File: src/rtl/demux_addr_scanner_pkg.sv
// rtl/demux_addr_scanner_pkg.sv - shared state encoding, widths and timing derivations
package demux_addr_scanner_pkg;

  localparam int ADDR_W = 3;

  typedef enum logic [1:0] {
    MANUAL     = 2'd0,
    AUTO_RUN   = 2'd1,
    AUTO_PAUSE = 2'd2
  } state_t;

  function automatic int deb_cycles(input int clk_hz, input int deb_ms);
    return clk_hz / 1000 * deb_ms;
  endfunction

  // Caller must keep the result >= 2 so the prescaler has a real period
  function automatic int step_div(input int clk_hz, input int step_hz);
    return clk_hz / step_hz;
  endfunction

endpackage

File: src/rtl/demux_addr_scanner_if.sv
// rtl/demux_addr_scanner_if.sv - board input / demux output bundle
interface demux_addr_scanner_if;
  import demux_addr_scanner_pkg::*;

  logic              btn_step;
  logic              sw_auto;
  logic              sw_dir;
  logic              sw_d;
  logic [ADDR_W-1:0] addr;
  logic              d_out;
  logic              step_pulse;

  modport master (
    output btn_step, sw_auto, sw_dir, sw_d,
    input  addr, d_out, step_pulse
  );

  modport slave (
    input  btn_step, sw_auto, sw_dir, sw_d,
    output addr, d_out, step_pulse
  );

endinterface

File: src/rtl/demux_addr_scanner_btn_debounce.sv
// rtl/demux_addr_scanner_btn_debounce.sv - 2-flop sync, stable-time debounce, one-cycle press pulse
module btn_debounce #(
  parameter int DEB_CYCLES = 4
) (
  input  logic clk,
  input  logic rst_n,
  input  logic i_btn,
  output logic o_press
);

  localparam int                CNT_W   = $clog2(DEB_CYCLES + 1);
  localparam logic [CNT_W-1:0] CNT_MAX = CNT_W'(DEB_CYCLES - 1);

  logic [1:0]       r_sync;
  logic [CNT_W-1:0] r_cnt;
  logic             r_db;
  logic             r_press;

  // Press is raised in the same edge that the debounced level rises
  always_ff @(posedge clk or negedge rst_n) begin
    if (!rst_n) begin
      r_sync  <= 2'b00;
      r_cnt   <= '0;
      r_db    <= 1'b0;
      r_press <= 1'b0;
    end else begin
      r_sync  <= {r_sync[0], i_btn};
      r_press <= 1'b0;
      if (r_sync[1] == r_db) begin
        r_cnt <= '0;
      end else if (r_cnt == CNT_MAX) begin
        r_cnt   <= '0;
        r_db    <= r_sync[1];
        r_press <= r_sync[1];
      end else begin
        r_cnt <= r_cnt + CNT_W'(1);
      end
    end
  end

  assign o_press = r_press;

endmodule

File: src/rtl/demux_addr_scanner.sv
// rtl/demux_addr_scanner.sv - manual/auto address stepper driving the 8-way demux select and data
module demux_addr_scanner
  import demux_addr_scanner_pkg::*;
#(
  parameter int CLK_HZ  = 100_000_000,
  parameter int DEB_MS  = 10,
  parameter int STEP_HZ = 4
) (
  input  logic                 clk,
  input  logic                 rst_n,
  demux_addr_scanner_if.slave  bus
);

  localparam int              DEB_CYCLES = deb_cycles(CLK_HZ, DEB_MS);
  localparam int              STEP_DIV   = step_div(CLK_HZ, STEP_HZ);
  localparam int              PRE_W      = $clog2(STEP_DIV);
  localparam logic [PRE_W-1:0] PRE_MAX   = PRE_W'(STEP_DIV - 1);

  logic [1:0]        r_sync_auto;
  logic [1:0]        r_sync_dir;
  logic [1:0]        r_sync_d;
  state_t            r_state;
  logic [PRE_W-1:0]  r_pre;
  logic [ADDR_W-1:0] r_addr;
  logic              r_d_out;
  logic              r_step_pulse;

  logic w_press;
  logic w_tick;
  logic w_step;
  logic w_auto;
  logic w_dir;

  btn_debounce #(
    .DEB_CYCLES (DEB_CYCLES)
  ) u_btn_debounce (
    .clk     (clk),
    .rst_n   (rst_n),
    .i_btn   (bus.btn_step),
    .o_press (w_press)
  );

  always_ff @(posedge clk or negedge rst_n) begin
    if (!rst_n) begin
      r_sync_auto <= 2'b00;
      r_sync_dir  <= 2'b00;
      r_sync_d    <= 2'b00;
    end else begin
      r_sync_auto <= {r_sync_auto[0], bus.sw_auto};
      r_sync_dir  <= {r_sync_dir[0],  bus.sw_dir};
      r_sync_d    <= {r_sync_d[0],    bus.sw_d};
    end
  end

  assign w_auto = r_sync_auto[1];
  assign w_dir  = r_sync_dir[1];
  assign w_tick = (r_state == AUTO_RUN) && (r_pre == PRE_MAX);

  // A press colliding with a tick pauses instead of stepping
  always_comb begin
    w_step = 1'b0;
    case (r_state)
      MANUAL:   w_step = w_press;
      AUTO_RUN: w_step = w_tick && !w_press;
      default:  w_step = 1'b0;
    endcase
  end

  always_ff @(posedge clk or negedge rst_n) begin
    if (!rst_n) begin
      r_state      <= MANUAL;
      r_pre        <= '0;
      r_addr       <= '0;
      r_d_out      <= 1'b0;
      r_step_pulse <= 1'b0;
    end else begin
      r_d_out      <= r_sync_d[1];
      r_step_pulse <= w_step;
      if (w_step) begin
        r_addr <= w_dir ? (r_addr - ADDR_W'(1)) : (r_addr + ADDR_W'(1));
      end

      // Prescaler clears on every exit from AUTO_RUN so re-entry gets a full period
      case (r_state)
        MANUAL: begin
          r_pre <= '0;
          if (w_auto) r_state <= AUTO_RUN;
        end
        AUTO_RUN: begin
          if (!w_auto) begin
            r_state <= MANUAL;
            r_pre   <= '0;
          end else if (w_press) begin
            r_state <= AUTO_PAUSE;
            r_pre   <= '0;
          end else begin
            r_pre <= w_tick ? '0 : (r_pre + PRE_W'(1));
          end
        end
        AUTO_PAUSE: begin
          r_pre <= '0;
          if (!w_auto)     r_state <= MANUAL;
          else if (w_press) r_state <= AUTO_RUN;
        end
        default: begin
          r_state <= MANUAL;
          r_pre   <= '0;
        end
      endcase
    end
  end

  assign bus.addr       = r_addr;
  assign bus.d_out      = r_d_out;
  assign bus.step_pulse = r_step_pulse;

endmodule

File: src/flat_wrapper.sv
// flat-port wrapper written by rule: the top's interface ports become plain ports
module demux_addr_scanner_flat import demux_addr_scanner_pkg::*;
#(
  parameter int CLK_HZ  = 100_000_000,
  parameter int DEB_MS  = 10,
  parameter int STEP_HZ = 4
)
  (clk, rst_n, bus_btn_step, bus_sw_auto, bus_sw_dir, bus_sw_d, bus_addr, bus_d_out, bus_step_pulse);
  demux_addr_scanner_if bus_i ();
  input  logic clk;
  input  logic rst_n;
  input wire logic [$bits(bus_i.btn_step)-1:0] bus_btn_step;
  input wire logic [$bits(bus_i.sw_auto)-1:0] bus_sw_auto;
  input wire logic [$bits(bus_i.sw_dir)-1:0] bus_sw_dir;
  input wire logic [$bits(bus_i.sw_d)-1:0] bus_sw_d;
  output wire logic [$bits(bus_i.addr)-1:0] bus_addr;
  output wire logic [$bits(bus_i.d_out)-1:0] bus_d_out;
  output wire logic [$bits(bus_i.step_pulse)-1:0] bus_step_pulse;
  assign bus_i.btn_step = bus_btn_step;
  assign bus_i.sw_auto = bus_sw_auto;
  assign bus_i.sw_dir = bus_sw_dir;
  assign bus_i.sw_d = bus_sw_d;
  assign bus_addr = bus_i.addr;
  assign bus_d_out = bus_i.d_out;
  assign bus_step_pulse = bus_i.step_pulse;
  demux_addr_scanner #(.CLK_HZ(CLK_HZ), .DEB_MS(DEB_MS), .STEP_HZ(STEP_HZ)) u_core (.clk(clk), .rst_n(rst_n), .bus(bus_i));
endmodule
File: config.mk
export PLATFORM = sky130hd
export DESIGN_NAME = demux_addr_scanner_flat
export DESIGN_NICKNAME = d
export VERILOG_FILES = /design/src/rtl/demux_addr_scanner_pkg.sv /design/src/rtl/demux_addr_scanner_if.sv /design/src/rtl/demux_addr_scanner_btn_debounce.sv /design/src/rtl/demux_addr_scanner.sv /design/src/flat_wrapper.sv
export SDC_FILE = /design/constraint.sdc
export NUM_CORES = 1
export LEC_CHECK = 0
export BUFFER_PORTS_ARGS = -buffer_cell sky130_fd_sc_hd__buf_2
export CELL_PAD_IN_SITES_DETAIL_PLACEMENT = 1
export CELL_PAD_IN_SITES_GLOBAL_PLACEMENT = 1
export CORE_AREA = 2 2 77 86
export CTS_CLUSTER_SIZE = 8
export DETAILED_ROUTE_END_ITERATION = 10
export DIE_AREA = 0 0 79 88
export HOLD_SLACK_MARGIN = 0.03
export PLACE_DENSITY_LB_ADDON = 0.1
export SLEW_MARGIN = 30
export SYNTH_ARGS = -nofsm -noshare
export SYNTH_HDL_FRONTEND = slang
export SYNTH_SLANG_ARGS = --single-unit
File: constraint.sdc
create_clock -name clk -period 3.4 [get_ports clk]
set_input_delay 1.02 -clock clk [delete_from_list [all_inputs] [get_ports clk]]
set_output_delay 1.02 -clock clk [all_outputs]
set_load 0.01 [all_outputs]
==> results of run 1 <==
==> state kept, by name, indices dropped and copies added (netlist names) <==
register,count
u_core.u_btn_debounce.r_db,1
u_core.bus.addr,3
u_core.r_sync_dir,2
u_core.u_btn_debounce.r_sync,2
u_core.r_pre,25
u_core.r_sync_auto,2
u_core.bus.d_out,1
u_core.r_state,2
u_core.u_btn_debounce.o_press,1
u_core.r_sync_d,2
u_core.u_btn_debounce.r_cnt,20
u_core.bus.step_pulse,1
==> cell type report <==
type,instances,area share [%]
Clock inverter,7,2.90
Inverter,10,1.10
Multi-Input combinational cell,227,41.4
Sequential cell,62,45.6
Tap cell,80,2.94
Timing Repair Buffer,14,2.43
Clock buffer,9,3.64
==> through the flow <==
step,instance area (um2),std cells
floorplan,3050,312
global placement,3180,393
detailed placement,3180,393
CTS,3400,409
global route,3400,409
finish,3400,409
==> worst max path at each step <==
stage	from	endpoint	slack (ps)	cells past startpoint
after floorplan	u_core.u_btn_debounce.r_cnt[0]	u_core.u_btn_debounce.r_cnt[18]	1570	6
after global placement	u_core.r_pre[0]	u_core.r_pre[24]	1300	5
after detailed placement	u_core.r_pre[0]	u_core.r_pre[24]	1200	5
after CTS	u_core.r_pre[0]	u_core.r_pre[24]	1160	5
after global routing	u_core.r_pre[0]	u_core.r_pre[24]	900	5
final	u_core.r_pre[0]	u_core.r_pre[24]	1180	5
==> metal layers <==
metal,GRT usage (%),up-vias,share of wire [%]
li1,-,1156,-
met1,27.1,1215,47
met2,37.4,13,51
met3,4.95,8,1.5
met4,8.46,0,1.2
met5,0,-,0
==> synthesized netlist by cell type, drive strengths merged (3+ instances only) <==
cell	number	share of area, %
and4	5	1.4
nor4b	3	0.86
nand3	16	3.0
xnor2	16	4.6
o21ai	11	1.8
nand2	23	2.8
or3	11	2.3
nand4	14	2.9
and2	4	0.82
nor2b	3	0.62
clkbuf	11	1.4
nor3	5	0.82
dfrtp	62	51
inv	10	1.2
and3	6	1.3
or4	14	3.4
nor4	8	1.6
o31ai	13	3.4
a21oi	20	3.3
xor2	8	2.3
nor2	30	3.7
==> kinds of logic (layout without fill, tap and decap cells) <==
family          after synthesis  count (layout)  synth area share (%)
fa+ha+maj                     3               3                  1.48
buf+inv                      23              40                  2.95
flops                        62              62                  50.8
compound gates               50              50                  10.2
xor+xnor                     24              24                  6.89
simple gates                149             149                  27.3
mux                           1               1                 0.369
==> cells in the final DEF, fill, tap and decap left out, types with 2 or more instances in the layout <==
master | netlist | layout
o211ai_1 | 2 | 2
or3_1 | 11 | 11
xor2_1 | 8 | 8
clkbuf_8 | 0 | 9
o21ai_0 | 10 | 10
or4_1 | 14 | 14
nand4_1 | 14 | 14
clkinv_4 | 0 | 3
nand3_1 | 15 | 15
nor2_1 | 30 | 30
or2_1 | 2 | 2
ha_1 | 2 | 2
nor3_1 | 5 | 5
bufinv_16 | 0 | 2
nor4b_1 | 3 | 3
a21oi_1 | 20 | 20
o31ai_1 | 12 | 12
xnor2_1 | 16 | 16
dfrtp_1 | 62 | 62
buf_4 | 0 | 5
nand2_1 | 23 | 23
and2_1 | 4 | 4
and3_1 | 5 | 5
buf_2 | 2 | 9
nor2b_1 | 3 | 3
and4_1 | 5 | 5
nor4_1 | 8 | 8
nor3b_1 | 2 | 2
inv_1 | 10 | 10
==> power groups by stage <==
stage / logic [mW] / registers (mW) / clock network (mW)
after floorplan: 0.0193 / 0.767 / 0
after global placement: 0.0449 / 0.769 / 0
after detailed placement: 0.0455 / 0.770 / 0
after CTS: 0.0464 / 0.755 / 0.746
after global routing: 0.0510 / 0.757 / 0.774
final: 0.0445 / 0.755 / 0.729
==> results.ini, run 1 <==
[worst_setup_path]
path_class=register to register
r2r_slack_ps=1180
crit_buf_inv=0
crit_path_end_kind=register
r2r_end=u_core.r_pre[24]
reg2reg_depth=5
cp_slowest_stage_delay_ps=610
r2r-start=u_core.r_pre[0]
cp_cell_sequence=ha_1 -> and4_1 -> nand4_1 -> or4_1 -> a21oi_1
crit_fanout=13
critical_path_arrival_ps=2500
cp_top_family=simple AND/OR/NAND/NOR gates
crit_path_start_kind=register
cp_slowest_cell=or4_1
worstPathRequired_ps=3680

[route]
dr_total_vias=2392
first_pass_iters=4
drt-total-wl_um=6700
ant_nets=0
drc=0
avgRoutedWirePerCell_um=16.4
drt_iter0_drc=87
vias_per_cell=5.85

[global_routing]
grt_pass1_vias=2472
grt_max_degree=45
grt_usage_pct=21.9
grt_pass1_wl_um=11700
antenna_found_initial=0
grt.overflow.total=0

[clock_network]
ctsResizeCount=0
cts_tree=built
root_buffer=clkbuf_8
path_clk_slew_ps=80
holdBufCountCts=0
worstSkewPairLatency_ps=350
cts_max_level=3
numCtsBuffers=9
cts_setup_buffers=0
cts_max_path_buffers=2
cts.sinks=62

[logic_synthesis]
synth_edf_count=0
yosysSeqAreaShare_pct=50.8
ys_seq_elements=62
ys_async_sr_fraction_pct=100
syn_area_per_cell_um2=9.78
synth.distinct_cells=40
ys.warnings.count=0
synthesis.nets=321
synthCells=312
synth.cell_area_um2=3050
ys.flop_type=dfrtp_1

[finish]
final_core_util_pct=56.0
multiInputGateArea_um2=1410
fin_nets=333
antenna_cells=0
regArea_um2=1550
drive_above_1_share_pct=10.6
area_delta_synth_final_pct=11.6
fill_cells=726

[pwr]
p_clk_share_pct=47.7
power.switching_mw=0.355
seq_power_share_pct=49.4
powerDensity_nw_per_um2=449
power.share.combinational_pct=2.9
ir_drop_uv=347
p_sw_share_pct=23.2
power.internal_mw=1.17
leakagePower_nw=1.34
finalPower_mw=1.53

[sta]
hold_viol=0
tns_ps=0
rsz0062_at_grt=false
fin_crit_ps=2220
setup_viol=0
holdWs_ps=350
max_freq_ghz=0.451
drv_slew=0
slew_headroom_pct=58.4
setup_ws_ps=1180
fin_crit_sh_pct=65.2
fin_skew_ps=6.63
worst-slew-pin-transition_ps=620

[floorplanning]
dieHeight_um=88
ioPinCount=11
die_w_um=79
core_area_um2=6080
row_count=30
initial_core_util_pct=50.2
dieArea_um2=6950

[min_path]
holdPathEnd=u_core.bus.d_out
hp-class=register to register
hp-start=u_core.r_sync_d[1]
whs_path_depth=0

[placed_design]
gp_congestion=0.828
post-place-ws_ps=1200
port_buffers=10
dp_hpwl_um=4550

[status]
status=complete, no violations

[job]
cap_viol_max_count=0

Power figures use the tool's default switching activity.
==> inputs of run 2 (changes only) <==
--- a/config.mk
+++ b/config.mk
@@ -5,13 +5,14 @@
 export SDC_FILE = /design/constraint.sdc
 export NUM_CORES = 1
 export LEC_CHECK = 0
+export ABC_AREA = 1
 export BUFFER_PORTS_ARGS = -buffer_cell sky130_fd_sc_hd__buf_2
 export CELL_PAD_IN_SITES_DETAIL_PLACEMENT = 1
 export CELL_PAD_IN_SITES_GLOBAL_PLACEMENT = 1
-export CORE_AREA = 2 2 77 86
+export CORE_AREA = 2 2 84 94
 export CTS_CLUSTER_SIZE = 8
 export DETAILED_ROUTE_END_ITERATION = 10
-export DIE_AREA = 0 0 79 88
+export DIE_AREA = 0 0 86 96
 export HOLD_SLACK_MARGIN = 0.03
 export PLACE_DENSITY_LB_ADDON = 0.1
 export SLEW_MARGIN = 30
==> constraint.sdc (replaced) <==
create_clock -name clk -period 2.3 [get_ports clk]
set_input_delay 0.69 -clock clk [delete_from_list [all_inputs] [get_ports clk]]
set_output_delay 0.69 -clock clk [all_outputs]
set_load 0.01 [all_outputs]
==> results.ini, run 2 <==
[route]
dr_total_vias=2703  ; +13%
drt-total-wl_um=7940  ; +18%
drc=0  ; unchanged
first_pass_iters=6  ; +2
drt_iter0_drc=85  ; -2.3%
vias_per_cell=5.11  ; -13%
ant_nets=0  ; unchanged
avgRoutedWirePerCell_um=15.0  ; -8.4%

[logic_synthesis]
synthTopCellsByCount=nand2_1 (90), nor2_1 (79), dfrtp_1 (62)
synth.cell_area_um2=3310  ; +8.5%
yosys.area_share.simple_pct=36.6  ; +9.3 points
synthesis.nets=426  ; +33%
ys_async_sr_fraction_pct=100  ; unchanged
ys.warnings.count=0  ; unchanged
yosysTopAreaCell=dfrtp_1
synthMuxAreaShare_pct=0  ; -0.37 points
synthAdderAreaFrac_pct=1.36  ; -0.12 points
syn_area_per_cell_um2=7.94  ; -19%
yosys-top-cells-area=dfrtp_1 (47%), nand2_1 (10%), nor2_1 (9.0%)
synthCells=417  ; +34%
synth_edf_count=0  ; unchanged
yosysMostFrequentCell=nand2_1
synth.distinct_cells=29  ; -28%
synth.top_cell.area_share_pct=46.8  ; -4.0 points
synth_top_family_by_area=simple AND/OR/NAND/NOR gates
ys.flop_type=dfrtp_1
synth_xor_area_share_pct=5.29  ; -1.6 points
ys_seq_elements=62  ; unchanged
synth_compound_area_share_pct=3.21  ; -7.0 points
yosysSeqAreaShare_pct=46.8  ; -4.0 points

[worst_setup_path]
worstPathRequired_ps=2560  ; -1120 ps
crit_path_start_kind=register
path_class=register to register
crit_path_end_kind=register
r2r_slack_ps=660  ; -520 ps
crit_fanout=8  ; -5
reg2reg_depth=8  ; +3
cp_slowest_cell=dfrtp_1
critPathLaunch=u_core.r_pre[0]
r2r-start=u_core.r_pre[0]
cp_cell_sequence=ha_1 -> nand3_2 -> inv_2 -> nand2_2 -> nor2_4 -> a21oi_4 -> o21ai_0 -> nor2_1
critical_path_arrival_ps=1900  ; -600 ps
cp_slowest_stage_delay_ps=410  ; -200 ps
r2r_end=u_core.r_pre[12]
critPathCapture=u_core.r_pre[12]

[placed_design]
dp_hpwl_um=6040  ; +33%
dpl.cell_count=514  ; +31%
port_buffers=10  ; unchanged
post-place-ws_ps=674  ; -522 ps
gp_congestion=0.890  ; +7.4%

[sta]
setup_viol=0  ; unchanged
fin_crit_ps=1640  ; -577 ps
slew_headroom_pct=61.4  ; +3.0 points
setup_ws_ps=659  ; -523 ps
holdWs_ps=339  ; -11.4 ps
hold_viol=0  ; unchanged
max_freq_ghz=0.609  ; +35%
fin_skew_ps=8.16  ; +1.52 ps
fin_crit_sh_pct=71.4  ; +6.1 points
tns_ps=0  ; unchanged
drv_slew=0  ; unchanged
worst-slew-pin-transition_ps=575  ; -45.0 ps
rsz0062_at_grt=false

[finish]
antenna_cells=0  ; unchanged
layout_commonest_cell=nand2_1
drive_above_1_share_pct=14.7  ; +4.1 points
fill_cells=925  ; +27%
instances_no_fill=529  ; +29%
area_delta_synth_final_pct=10.8
largest_register=u_core.r_pre
largest_reg_flops=25  ; unchanged
layout_common_cells=nand2_1 (90), nor2_1 (79), dfrtp_1 (62)
fin_nets=447  ; +34%

[global_routing]
grt.overflow.total=0  ; unchanged
antenna_found_initial=0  ; unchanged
grt_pass1_wl_um=13800  ; +18%
grt_usage_pct=22.0  ; +0.17 points
grt_pass1_vias=2899  ; +17%
grt_max_degree=63  ; +40%

[floorplanning]
ioPinCount=11  ; unchanged
core_area_um2=7310  ; +20%
dieHeight_um=96  ; +9.1%
row_count=33  ; +10%
initial_core_util_pct=45.3  ; -4.9 points
die_w_um=86  ; +8.9%
dieArea_um2=8260  ; +19%

[clock_network]
ctsResizeCount=0  ; unchanged
cts_tree=built
cts.sinks=62  ; unchanged
cts_setup_buffers=0  ; unchanged
path_clk_slew_ps=70  ; about the same
holdBufCountCts=0  ; unchanged
numCtsBuffers=9  ; unchanged
root_buffer=clkbuf_8
cts_max_path_buffers=2  ; unchanged
cts_max_level=3  ; unchanged
worstSkewPairLatency_ps=340  ; about the same

[job]
cap_viol_max_count=0  ; unchanged

[pwr]
ir_drop_uv=327  ; -5.6%
powerDensity_nw_per_um2=588  ; +31%
leakagePower_nw=1.60  ; +20%

[status]
status=complete, no violations

[min_path]
hp-class=input port to asynchronous set/reset pin

-- run 2: final cells by class --
| type | instances | area, um2 | share of cell area (%) |
|---|---|---|---|
| Clock buffer | 12 | 155 | 4.23 |
| Clock inverter | 3 | 43.8 | 1.19 |
| Inverter | 54 | 203 | 5.52 |
| Multi-Input combinational cell | 300 | 1540 | 41.9 |
| Sequential cell | 62 | 1550 | 42.3 |
| Tap cell | 87 | 109 | 2.97 |
| Timing Repair Buffer | 11 | 70.1 | 1.91 |
-- run 2: worst min-delay path by stage --
| stage | endpoint | from | cells after the start |
|---|---|---|---|
| 3_3_place_gp | u_core.r_sync_dir[1] | u_core.r_sync_dir[0] | 0 |
| 4_1_cts | u_core.r_sync_d[1] | u_core.r_sync_d[0] | 0 |
| 3_5_place_dp | u_core.bus.d_out | u_core.r_sync_d[1] | 0 |
| 2_1_floorplan | u_core.bus.d_out | u_core.r_sync_d[1] | 0 |
| 5_1_grt | u_core.r_pre[23] | rst_n | 2 |
| 6_report | u_core.r_pre[23] | rst_n | 2 |
-- run 2: cells by family after synthesis --
| family | after synthesis |
|---|---|
| DFF | 62 |
| xor gates and xnor gates | 20 |
| buffers and inverters | 55 |
| AOI/OAI and AO/OA | 18 |
| adders and majority gates | 3 |
| and+or+nand+nor | 259 |
-- run 2: critical path, delay by kind of cell, from the launching register on --
kind | cells | cell delay, ps
AOI/OAI and AO/OA | 2 | 430
adders and majority gates | 1 | 250
buffers and inverters | 1 | 80
DFF | 1 | 410
and+or+nand+nor | 4 | 400
-- run 2: where the power goes --
group,internal [mW],total (mW),switching [mW]
Sequential,1.10,1.11,0.00931
Combinational,0.0197,0.0715,0.0518
Clock,0.554,0.974,0.420
Total,1.68,2.16,0.481
-- run 2: routing by layer --
metal / up-vias / global-route usage, % / wire length (um)
li1: 1343 / - / -
met1: 1311 / 25.0 / 3270
met2: 33 / 40.2 / 4260
met3: 16 / 4.37 / 187
met4: 0 / 9.52 / 225
met5: - / 0 / 0
-- run 2: stage by stage --
| stage | cell area [um2] | util [%] | total power [mW] |
|---|---|---|---|
| floorplan | 3310 | - | 1.17 |
| global placement | 3470 | 47.5 | 1.21 |
| detailed placement | 3470 | 47.5 | 1.21 |
| CTS | 3670 | 50.2 | 2.19 |
| global route | 3670 | 50.2 | 2.25 |
| finish | 3670 | 50.2 | 2.16 |
